$ cat config.mk
export PLATFORM = sky130hd
export DESIGN_NAME = alarm_event_tx_flat
export DESIGN_NICKNAME = d
export VERILOG_FILES = /design/src/rtl/smart_home_pkg.sv /design/src/rtl/alarm_event_tx_if.sv /design/src/rtl/uart_tx_byte.sv /design/src/rtl/alarm_event_tx.sv /design/src/flat_wrapper.sv
export SDC_FILE = /design/constraint.sdc
export NUM_CORES = 1
export LEC_CHECK = 0
export ABC_AREA = 1
export BUFFER_PORTS_ARGS = -buffer_cell sky130_fd_sc_hd__clkbuf_2
export CORE_MARGIN = 1
export CORE_UTILIZATION = 55
export CTS_CLUSTER_DIAMETER = 80
export CTS_CLUSTER_SIZE = 10
export DETAILED_ROUTE_END_ITERATION = 10
export PLACE_DENSITY = 0.77
export SLEW_MARGIN = 30
export SYNTH_ARGS = -nofsm -noshare
export SYNTH_HDL_FRONTEND = slang
export SYNTH_HIERARCHICAL = 1
export SYNTH_SLANG_ARGS = --single-unit
$ cat constraint.sdc
create_clock -name clk -period 2.2 [get_ports clk]
set_input_delay 0.33 -clock clk [delete_from_list [all_inputs] [get_ports clk]]
set_output_delay 0.33 -clock clk [all_outputs]
set_load 0.02 [all_outputs]
$ cat src/rtl/smart_home_pkg.sv
// Shared definitions for the home sensor/alarm reporting path:
// alarm ids, the event-transmitter FSM states and UART line levels.
package smart_home_pkg;

    typedef enum logic [2:0] {
        ALM_FIRE  = 3'd0,
        ALM_DOOR  = 3'd1,
        ALM_WIN0  = 3'd2,
        ALM_WIN1  = 3'd3,
        ALM_WIN2  = 3'd4,
        ALM_WIN3  = 3'd5,
        ALM_RAIN  = 3'd6,
        ALM_WATER = 3'd7
    } alarm_id_t;

    typedef enum logic [2:0] {
        ST_IDLE,
        ST_LOAD,
        ST_START,
        ST_DATA,
        ST_STOP,
        ST_WAIT_ACK
    } state_t;

    localparam int EVT_ASSERT = 7;

    localparam logic UART_IDLE      = 1'b1;
    localparam logic UART_START_BIT = 1'b0;
    localparam logic UART_STOP_BIT  = 1'b1;

    // Event byte layout: {assert, 4'b0000, id}.
    function automatic logic [7:0] make_event(input logic is_assert, input logic [2:0] id);
        logic [7:0] b;
        b = {5'b00000, id};
        b[EVT_ASSERT] = is_assert;
        return b;
    endfunction

endpackage

$ cat src/rtl/alarm_event_tx_if.sv
// Bundle between the alarm sources/panel (master) and the event transmitter (slave).
interface alarm_event_tx_if;
    import smart_home_pkg::*;

    // ack is a level or pulse from the panel; it is only honoured while the
    // transmitter waits for it after a stop bit, and is never stored otherwise.
    logic [7:0] alarm_in;
    logic       ack;
    logic       tx;
    logic       busy;
    logic       tx_fail;
    logic [2:0] fail_id;
    state_t     state;

    modport master (output alarm_in, ack, input tx, busy, tx_fail, fail_id, state);
    modport slave  (input alarm_in, ack, output tx, busy, tx_fail, fail_id, state);

endinterface

$ cat src/rtl/uart_tx_byte.sv
// 8N1 serialiser: start pulse latches data_in, done is high during the last
// cycle of the stop bit. bit_idx: 0 start, 1..8 data, 9 stop.
module uart_tx_byte
    import smart_home_pkg::*;
#(
    parameter int BAUD_DIV = 434
) (
    input  logic       clk,
    input  logic       reset,
    input  logic       start,
    input  logic [7:0] data_in,
    output logic       tx,
    output logic       bit_tick,
    output logic [3:0] bit_idx,
    output logic       done
);

    localparam int BW = $clog2(BAUD_DIV);

    logic [BW-1:0] baud_cnt;
    logic [7:0]    shreg;
    logic          active;

    assign bit_tick = active && (baud_cnt == BW'(BAUD_DIV - 1));
    assign done     = bit_tick && (bit_idx == 4'd9);

    always_ff @(posedge clk) begin
        if (!reset) begin
            tx       <= UART_IDLE;
            active   <= 1'b0;
            baud_cnt <= '0;
            bit_idx  <= '0;
            shreg    <= '0;
        end else if (start) begin
            tx       <= UART_START_BIT;
            active   <= 1'b1;
            baud_cnt <= '0;
            bit_idx  <= '0;
            shreg    <= data_in;
        end else if (active) begin
            if (bit_tick) begin
                baud_cnt <= '0;
                // After the stop bit the line simply stays at the stop level.
                if (bit_idx == 4'd9) begin
                    active <= 1'b0;
                end else begin
                    bit_idx <= bit_idx + 4'd1;
                    if (bit_idx == 4'd8) begin
                        tx <= UART_STOP_BIT;
                    end else begin
                        tx    <= shreg[0];
                        shreg <= {1'b0, shreg[7:1]};
                    end
                end
            end else begin
                baud_cnt <= baud_cnt + 1'b1;
            end
        end
    end

endmodule

$ cat src/rtl/alarm_event_tx.sv
// Turns alarm flag edges into acknowledged UART event bytes for the control
// panel, with ack timeout, bounded retransmission and a sticky failure flag.
module alarm_event_tx
    import smart_home_pkg::*;
#(
    parameter int BAUD_DIV    = 434,
    parameter int ACK_TIMEOUT = 20000,
    parameter int MAX_RETRY   = 3
) (
    input  logic             clk,
    input  logic             reset,
    alarm_event_tx_if.slave  bus
);

    localparam int TW = (ACK_TIMEOUT > 1) ? $clog2(ACK_TIMEOUT) : 1;
    localparam int RW = (MAX_RETRY > 0) ? $clog2(MAX_RETRY + 1) : 1;

    state_t        state;
    logic [7:0]    prev, set_pend, clr_pend, rise, fall, set_clr, clr_clr;
    logic [7:0]    evt_byte, uart_data;
    logic [TW-1:0] timer;
    logic [RW-1:0] retry;
    logic          arb_assert, timeout, uart_start, bit_tick, done, tx_fail;
    logic [2:0]    arb_id, fail_id;
    logic [3:0]    bit_idx;

    assign rise = bus.alarm_in & ~prev;
    assign fall = ~bus.alarm_in & prev;

    // Any assert beats any clear; lowest id wins within the chosen class.
    always_comb begin
        arb_assert = |set_pend;
        arb_id     = '0;
        for (int i = 7; i >= 0; i--) begin
            if (arb_assert ? set_pend[i] : clr_pend[i]) arb_id = 3'(i);
        end
    end

    assign set_clr = (state == ST_LOAD &&  arb_assert) ? (8'b1 << arb_id) : 8'b0;
    assign clr_clr = (state == ST_LOAD && !arb_assert) ? (8'b1 << arb_id) : 8'b0;

    // A fresh edge in the same cycle as LOAD re-arms the bit rather than being lost.
    always_ff @(posedge clk) begin
        if (!reset) begin
            prev     <= '0;
            set_pend <= '0;
            clr_pend <= '0;
        end else begin
            prev     <= bus.alarm_in;
            set_pend <= (set_pend & ~set_clr) | rise;
            clr_pend <= (clr_pend & ~clr_clr) | fall;
        end
    end

    assign timeout    = (timer == TW'(ACK_TIMEOUT - 1));
    assign uart_start = (state == ST_LOAD) ||
                        (state == ST_WAIT_ACK && !bus.ack && timeout && retry != RW'(MAX_RETRY));
    assign uart_data  = (state == ST_LOAD) ? make_event(arb_assert, arb_id) : evt_byte;

    always_ff @(posedge clk) begin
        if (!reset) begin
            state    <= ST_IDLE;
            evt_byte <= '0;
            timer    <= '0;
            retry    <= '0;
            tx_fail  <= 1'b0;
            fail_id  <= '0;
        end else begin
            case (state)
                ST_IDLE:  if (|set_pend || |clr_pend) state <= ST_LOAD;
                ST_LOAD: begin
                    evt_byte <= make_event(arb_assert, arb_id);
                    retry    <= '0;
                    state    <= ST_START;
                end
                ST_START: if (bit_tick) state <= ST_DATA;
                ST_DATA:  if (bit_tick && bit_idx == 4'd8) state <= ST_STOP;
                ST_STOP: begin
                    if (done) begin
                        timer <= '0;
                        state <= ST_WAIT_ACK;
                    end
                end
                ST_WAIT_ACK: begin
                    // ack on the final timeout cycle still counts as delivered.
                    if (bus.ack) begin
                        state <= ST_IDLE;
                    end else if (timeout) begin
                        if (retry != RW'(MAX_RETRY)) begin
                            retry <= retry + 1'b1;
                            state <= ST_START;
                        end else begin
                            tx_fail <= 1'b1;
                            fail_id <= evt_byte[2:0];
                            state   <= ST_IDLE;
                        end
                    end else begin
                        timer <= timer + 1'b1;
                    end
                end
                default: state <= ST_IDLE;
            endcase
        end
    end

    assign bus.busy    = (state != ST_IDLE);
    assign bus.state   = state;
    assign bus.tx_fail = tx_fail;
    assign bus.fail_id = fail_id;

    uart_tx_byte #(.BAUD_DIV(BAUD_DIV)) u_uart (
        .clk     (clk),
        .reset   (reset),
        .start   (uart_start),
        .data_in (uart_data),
        .tx      (bus.tx),
        .bit_tick(bit_tick),
        .bit_idx (bit_idx),
        .done    (done)
    );

endmodule

$ cat src/flat_wrapper.sv
// flat-port wrapper written by rule: the top's interface ports become plain ports
module alarm_event_tx_flat import smart_home_pkg::*;
#(
    parameter int BAUD_DIV    = 434,
    parameter int ACK_TIMEOUT = 20000,
    parameter int MAX_RETRY   = 3
)
  (clk, reset, bus_alarm_in, bus_ack, bus_tx, bus_busy, bus_tx_fail, bus_fail_id, bus_state);
  alarm_event_tx_if bus_i ();
  input  logic clk;
  input  logic reset;
  input wire logic [$bits(bus_i.alarm_in)-1:0] bus_alarm_in;
  input wire logic [$bits(bus_i.ack)-1:0] bus_ack;
  output wire logic [$bits(bus_i.tx)-1:0] bus_tx;
  output wire logic [$bits(bus_i.busy)-1:0] bus_busy;
  output wire logic [$bits(bus_i.tx_fail)-1:0] bus_tx_fail;
  output wire logic [$bits(bus_i.fail_id)-1:0] bus_fail_id;
  output wire logic [$bits(bus_i.state)-1:0] bus_state;
  assign bus_i.alarm_in = bus_alarm_in;
  assign bus_i.ack = bus_ack;
  assign bus_tx = bus_i.tx;
  assign bus_busy = bus_i.busy;
  assign bus_tx_fail = bus_i.tx_fail;
  assign bus_fail_id = bus_i.fail_id;
  assign bus_state = bus_i.state;
  alarm_event_tx #(.BAUD_DIV(BAUD_DIV), .ACK_TIMEOUT(ACK_TIMEOUT), .MAX_RETRY(MAX_RETRY)) u_core (.clk(clk), .reset(reset), .bus(bus_i));
endmodule
* Word-level counts from Yosys, hierarchy flattened
Cells that the tools add are included.
** Storage, ports and cells
- Register bits :: 79
- Bits in latches :: 0
- RAM bits :: 0
- Bits in read-only memories :: 0
- Output and inout bits :: 9
- Word-level logic and storage cells :: 132
- Memories kept :: 0
** Cells by class
- $add $sub $neg :: 4
- $mul :: 0
- Divide/modulo/power cells :: 0
- $lt $le $gt $ge :: 0
- Eq/ne operators :: 21
- Shifts and indexed selects :: 1
- Mux-type cells :: 50
- Bitwise gates (word level) :: 14
- Reduce and logical (&&, ||, !) cells :: 28
** Operator list (number)
- $mux 8 :: 8
- $mux 15 :: 3
- $mux 3 :: 14
- $and 8x8->8 :: 4
- $not 8->8 :: 4
- $pmux 15 s2 :: 1
- $pmux 3 s6 :: 1
- $mux 1 :: 17
- $or 8x8->8 :: 2
- $reduce_and 4->1 :: 4
- $reduce_or 8->1 :: 2
- $add 15x1->15 const B :: 1
- $eq 15x15->1 const B :: 1
- $ne 2x2->1 const B :: 6
- $ne 2x1->1 const B :: 5
- $add 9x1->9 const B :: 1
- $eq 9x9->1 const B :: 1
- $mux 9 :: 1
- $eq 4x4->1 const B :: 2
- $logic_and 1x1->1 :: 8
- $mux 2 :: 4
- $reduce_bool 2->1 :: 4
- $shl 1x3->8 const A :: 1
- $eq 3x2->1 const B :: 2
- 14 further kinds :: 21

* Depth between registers and ports, before layout
- Depth after elaboration :: 15
- Gate-level depth with buffers :: 18

* Modules after synthesis
Netlist, hierarchy kept.
** Modules (own cells, without submodules)
- alarm_event_tx :: times used 1, cells each 383, area an instance 2715.1 µm², sequential area each 1121.1 µm²
- uart_tx_byte :: times used 1, cells each 171, area an instance 1241.2 µm², sequential area each 460.4 µm²

* Worst setup path after synthesis
OpenSTA, ideal clock, no wires.
- Kind :: flip-flop to flip-flop
- Start point :: reg u_core.state[0], in the netlist u_core/bus.state[0]
- End point :: reg u_core.u_uart.shreg[0]
- Setup time :: 120 ps
- Arrival :: 2190 ps
- Slack :: -109 ps
- Stages on the path, launching flop included :: 11
- Cells stage by stage :: dfxtp_1 > inv_1 > nor3_4 > nand3_1 > o21ai_0 > buf_2 > nor2_1 > nor2_4 > nand3_2 > nand2_1 > a21oi_1
** On the way
- Longest elaborated chain between the ends :: 7
** Ends and longest elaborated chain
- from (decl) :: line alarm_event_tx.sv:18 : state_t state;
- from (signal assigned) :: line alarm_event_tx.sv:62 : state <= ST_IDLE;
- from (signal assigned) :: line alarm_event_tx.sv:70 : ST_IDLE: if (|set_pend || |clr_pend) state <= ST_LOAD;
- from (signal assigned) :: line alarm_event_tx.sv:74 : state <= ST_START;
- $eq 3x3->1 :: line alarm_event_tx.sv:57 : (state == ST_WAIT_ACK && !bus.ack && timeout && retry != RW'(MAX_RETRY));
- $logic_and 1x1->1 (3 in a row) :: line alarm_event_tx.sv:57
- $logic_or 1x1->1 * :: line alarm_event_tx.sv:56 : assign uart_start = (state == ST_LOAD) ||
- via u_core.uart_start :: line alarm_event_tx.sv:23 : logic arb_assert, timeout, uart_start, bit_tick, done, tx_fail;
- $ne 2x2->1 (no line) / $reduce_bool 2->1 (equally long branches)
- $reduce_and 4->1 (no line)
- to (signal assigned) :: line uart_tx_byte.sv:39 : shreg <= data_in;
- to (signal assigned) :: line uart_tx_byte.sv:52 : shreg <= {1'b0, shreg[7:1]};
- to (decl) :: line uart_tx_byte.sv:21 : logic [7:0] shreg;
Mark *: on every way through the listed nets, which the timed path passes. The rest lies on a longest branch.
A chain may end at the register's enable or synchronous reset.

* Worst setup path in the final report
- Start point :: reg u_core.u_uart.baud_cnt[1]
- End point :: reg u_core.timer[14]
** On the way
- Longest elaborated chain between the ends :: 5
** Ends and longest elaborated chain
- from (decl) :: line uart_tx_byte.sv:20 : logic [BW-1:0] baud_cnt;
- from (signal assigned) :: line uart_tx_byte.sv:56 : baud_cnt <= baud_cnt + 1'b1;
- $eq 9x9->1 :: line uart_tx_byte.sv:24 : assign bit_tick = active && (baud_cnt == BW'(BAUD_DIV - 1));
- $logic_and 1x1->1 :: line uart_tx_byte.sv:24
- $logic_and 1x1->1 :: line uart_tx_byte.sv:25 : assign done = bit_tick && (bit_idx == 4'd9);
- via u_core.done :: line alarm_event_tx.sv:23
- $ne 2x1->1 (no line)
- $reduce_and 4->1 (no line)
- to (signal assigned) :: line alarm_event_tx.sv:98 : timer <= timer + 1'b1;
- to (decl) :: line alarm_event_tx.sv:21 : logic [TW-1:0] timer;
The timed path passes the listed nets, and every way through them passes these cells.

==> key figures <==
Global route
  – Grt ovf: 0
  – Total Routing Usage GR: between 20% and 30%
  – Initial antenna violation count: 0
  – Vias in the first global route: 3422
  – First-pass GRT wire length: ~14000 um
  – Largest net degree at the start of global routing: 21

Placement
  – Gpl congestion: 0.8913
  – DP HPWL: 6489 um
  – I/O Buffers: 19

Logic synthesis
  – Post-synth top flop: dfxtp_1
  – Post-synthesis sequential area ratio: around two fifths
  – Syn Area/Cell: a little over 7 um^2
  – Mapped Area: 3956 um^2
  – Post-synth top cells: 119 x nand2_1, 85 x inv_1, 79 x dfxtp_1
  – Count leader, synth: nand2_1
  – Post-Syn Nets: 572
  – Share of the synthesized area in the top cell type: about two fifths
  – Unique masters post-synth: 43
  – Synth warnings: 6
  – Synth area leaders: dfxtp_1 40%, nand2_1 11%, inv_1 8.1%, a21oi_1 6.2%, nand3_1 4.3%
  – Mapped Cells: 554
  – Yosys top cell by area: dfxtp_1
  – Synth Register Bits: 79
  – Fraction of registers with async set/reset: 0%
  – Number of synthesized flops with an enable pin: 0

Routing
  – Drt total wl: 8916 um
  – DR iter-0 viols: approximately 140
  – Vias per Instance: 5.265
  – DRC: 0
  – DR pass1 iterations: 4
  – Vias: 3691
  – Antenna Nets Post-Route: 0
  – WL/cell: 12.72 um

Pwr
  – Worst IR Drop VDD: 0.0005026 V
  – Tot Pwr: 4.113 mW
  – Leakage Power: 1.975 nW
  – PD cells: between 800 and 900 nW/um^2

Clock tree
  – # hold bufs at CTS: 0
  – H-tree depth: 3
  – Clock Tree Root: clkbuf_8
  – Clock latency on the worst-skew pair: approximately 0.35 ns
  – CTS tree: done
  – Clk sink count: 79
  – Clock transition at the registers of the reported paths: 0.08 ns
  – Num CTS Buffers: 9
  – Clock Tree Buf Depth: 2

Timing
  – Setup Skew: 0.008605 ns
  – Final setup violation count: 0
  – Period utilization: 96.79%
  – Relative slew slack: 64.48%
  – Final Hold Viols: 0
  – Max Slew Vio Count: 0
  – Max Clk Rate: 469.6 MHz
  – Worst-margin pin slew: approximately 0.53 ns
  – Period minus WS final: approximately 2.1 ns
  – RSZ-0062 raised after global routing: yes

Die
  – Die Ht: around 87 um
  – FP Rows: 30
  – Die width: 86.82 um
  – Starting Density: between 50 and 60%
  – Core box area: roughly 6900 um^2
  – Num ports: 20
  – Die Area: 7537 um^2

Min path
  – Hold Crit Class: in -> reg

Outcome
  – Status: completed

Finish
  – Filler Cells Inserted: 600
  – Reg area: 1588 um^2
  – Final Core Density: between 60% and 70%
  – Area Overhead vs Synth: 15.56%
  – Area of the multi-input gates: 2019 um^2
  – Antenna cells: 0
  – Share of cells above drive strength 1: 19.01%
  – Nets: 619

Critical path
  – CP Max Fanout: 7
  – Crit path capture type: flip-flop
  – CP startpoint kind: flip-flop
  – CP required: between 2 and 2.5 ns
  – Crit path DAT: between 2 and 2.5 ns
  – Worst path max stage delay: roughly 0.34 ns
  – CP bufs+invs: 2
  – CP top delay family: simple AND/OR/NAND/NOR gates
  – Worst path cell trace: inv_2 > ha_4 > nand2_1 > nor2_2 > nand3_4 > nor2_4 > or2_4 > o21ai_1 > inv_2 > nand2_8 > nor3_4 > nand2_1 > nor2_2 > o21ai_1 > a21oi_1
  – Worst path slowest cell: dfxtp_2
  – Critical setup path kind: reg -> reg

Flow run
  – Max Cap Viol: 0
cells in the final DEF (no fill, tap or decap), drive strengths merged, types with 2 or more instances in the layout:
| cell | count |
|---|---|
| nand2 | 130 |
| inv | 95 |
| dfxtp | 79 |
| a21oi | 52 |
| nor2 | 49 |
| nand3 | 37 |
| clkbuf | 31 |
| o21ai | 30 |
| buf | 26 |
| nand4 | 21 |
| nor3 | 16 |
| ha | 7 |
| a211oi | 5 |
| nor4 | 4 |
| xor2 | 4 |
| o21bai | 2 |
| o31ai | 2 |
worst min-delay path, cell delays in order:
cell and delay [ns]:
clkbuf_2 0.09, nand2_1 0.06, inv_1 0.05
per-layer routing:
| metal | global-route usage (%) | part of all wire (%) | up-vias |
|---|---|---|---|
| met5 | 0 | 0 | - |
| met4 | 9.091 | 1.6 | 0 |
| met3 | 6.571 | 3.5 | 17 |
| met2 | 41.73 | 51 | 66 |
| met1 | 27.65 | 44 | 1715 |
| li1 | - | - | 1893 |
area by class of cell:
cell class	instances	area share, %
Multi-Input combinational cell	371	44.17
Sequential cell	79	34.73
Inverter	95	7.800
Timing Repair Buffer	45	6.349
Clock buffer	12	3.394
Tap cell	96	2.627
Clock inverter	3	0.9305
cells by family (layout without fill, tap and decap cells):
kind of cell	after synthesis	in the layout	synth area share (%)
flops	79	79	39.97
buf+inv	104	155	10.22
fa+ha+maj	7	7	2.214
simple gates	261	261	32.57
xor+xnor	5	5	1.107
compound gates	98	98	13.92
state kept, by name, summed over array words and instances, names as in the netlist:
| signal | count |
|---|---|
| u_core/bus.fail_id | 3 |
| u_core/clr_pend | 8 |
| u_core/bus.tx_fail | 1 |
| u_core/evt_byte | 8 |
| u_core/set_pend | 8 |
| u_core/prev | 8 |
| u_core/u_uart/active | 1 |
| u_core/u_uart/shreg | 8 |
| u_core/retry | 2 |
| u_core/u_uart/bit_idx | 4 |
| u_core/u_uart/tx | 1 |
| u_core/bus.state | 3 |
| u_core/timer | 15 |
| u_core/u_uart/baud_cnt | 9 |
metrics by stage:
step	hold WS [ns]	setup TNS, ns	instances	area (um^2)	worst slack [ns]
after global placement	0.4176	0	675	4237	0.1886
after detailed placement	0.4308	0	675	4237	0.1017
final	0.2021	0	701	4572	0.07068
after floorplan	0.4100	0	554	3956	0.03615
after CTS	0.1892	0	690	4434	0.07849
after global routing	0.1966	-0.1474	701	4572	-0.07039
path summary, 6_finish.rpt:
path / startpoint / to / slack, ns / depth (start not counted)
setup reg to reg: u_core/u_uart/baud_cnt[1]$_SDFFE_PP0P_ / u_core/timer[14]$_SDFFE_PN0P_ / 0.07 / 15
hold reg to reg: u_core/prev[2]$_SDFF_PN0_ / u_core/set_pend[2]$_SDFF_PN0_ / 0.44 / 1
hold / removal: bus_alarm_in[3] / u_core/prev[3]$_SDFF_PN0_ / 0.20 / 3
setup / recovery: u_core/u_uart/baud_cnt[1]$_SDFFE_PP0P_ / u_core/timer[14]$_SDFFE_PN0P_ / 0.07 / 15
repair_timing:
action / 4_1_cts / 5_1_grt
gates resized for setup: 0 / 15
setup buffers: 0 / 11
endpoints found under the setup margin: 0 / 14
power by group:
group / internal [mW] / switching, mW / total [mW] / leakage (nW)
sequential: 1.56 / 0.118 / 1.68 / 0.646
clock: 0.579 / 0.492 / 1.07 / 0.0985
combinational: 0.477 / 0.891 / 1.37 / 1.23
total: 2.61 / 1.50 / 4.11 / 1.97
Note: power is estimated with default switching activity, not from simulation.
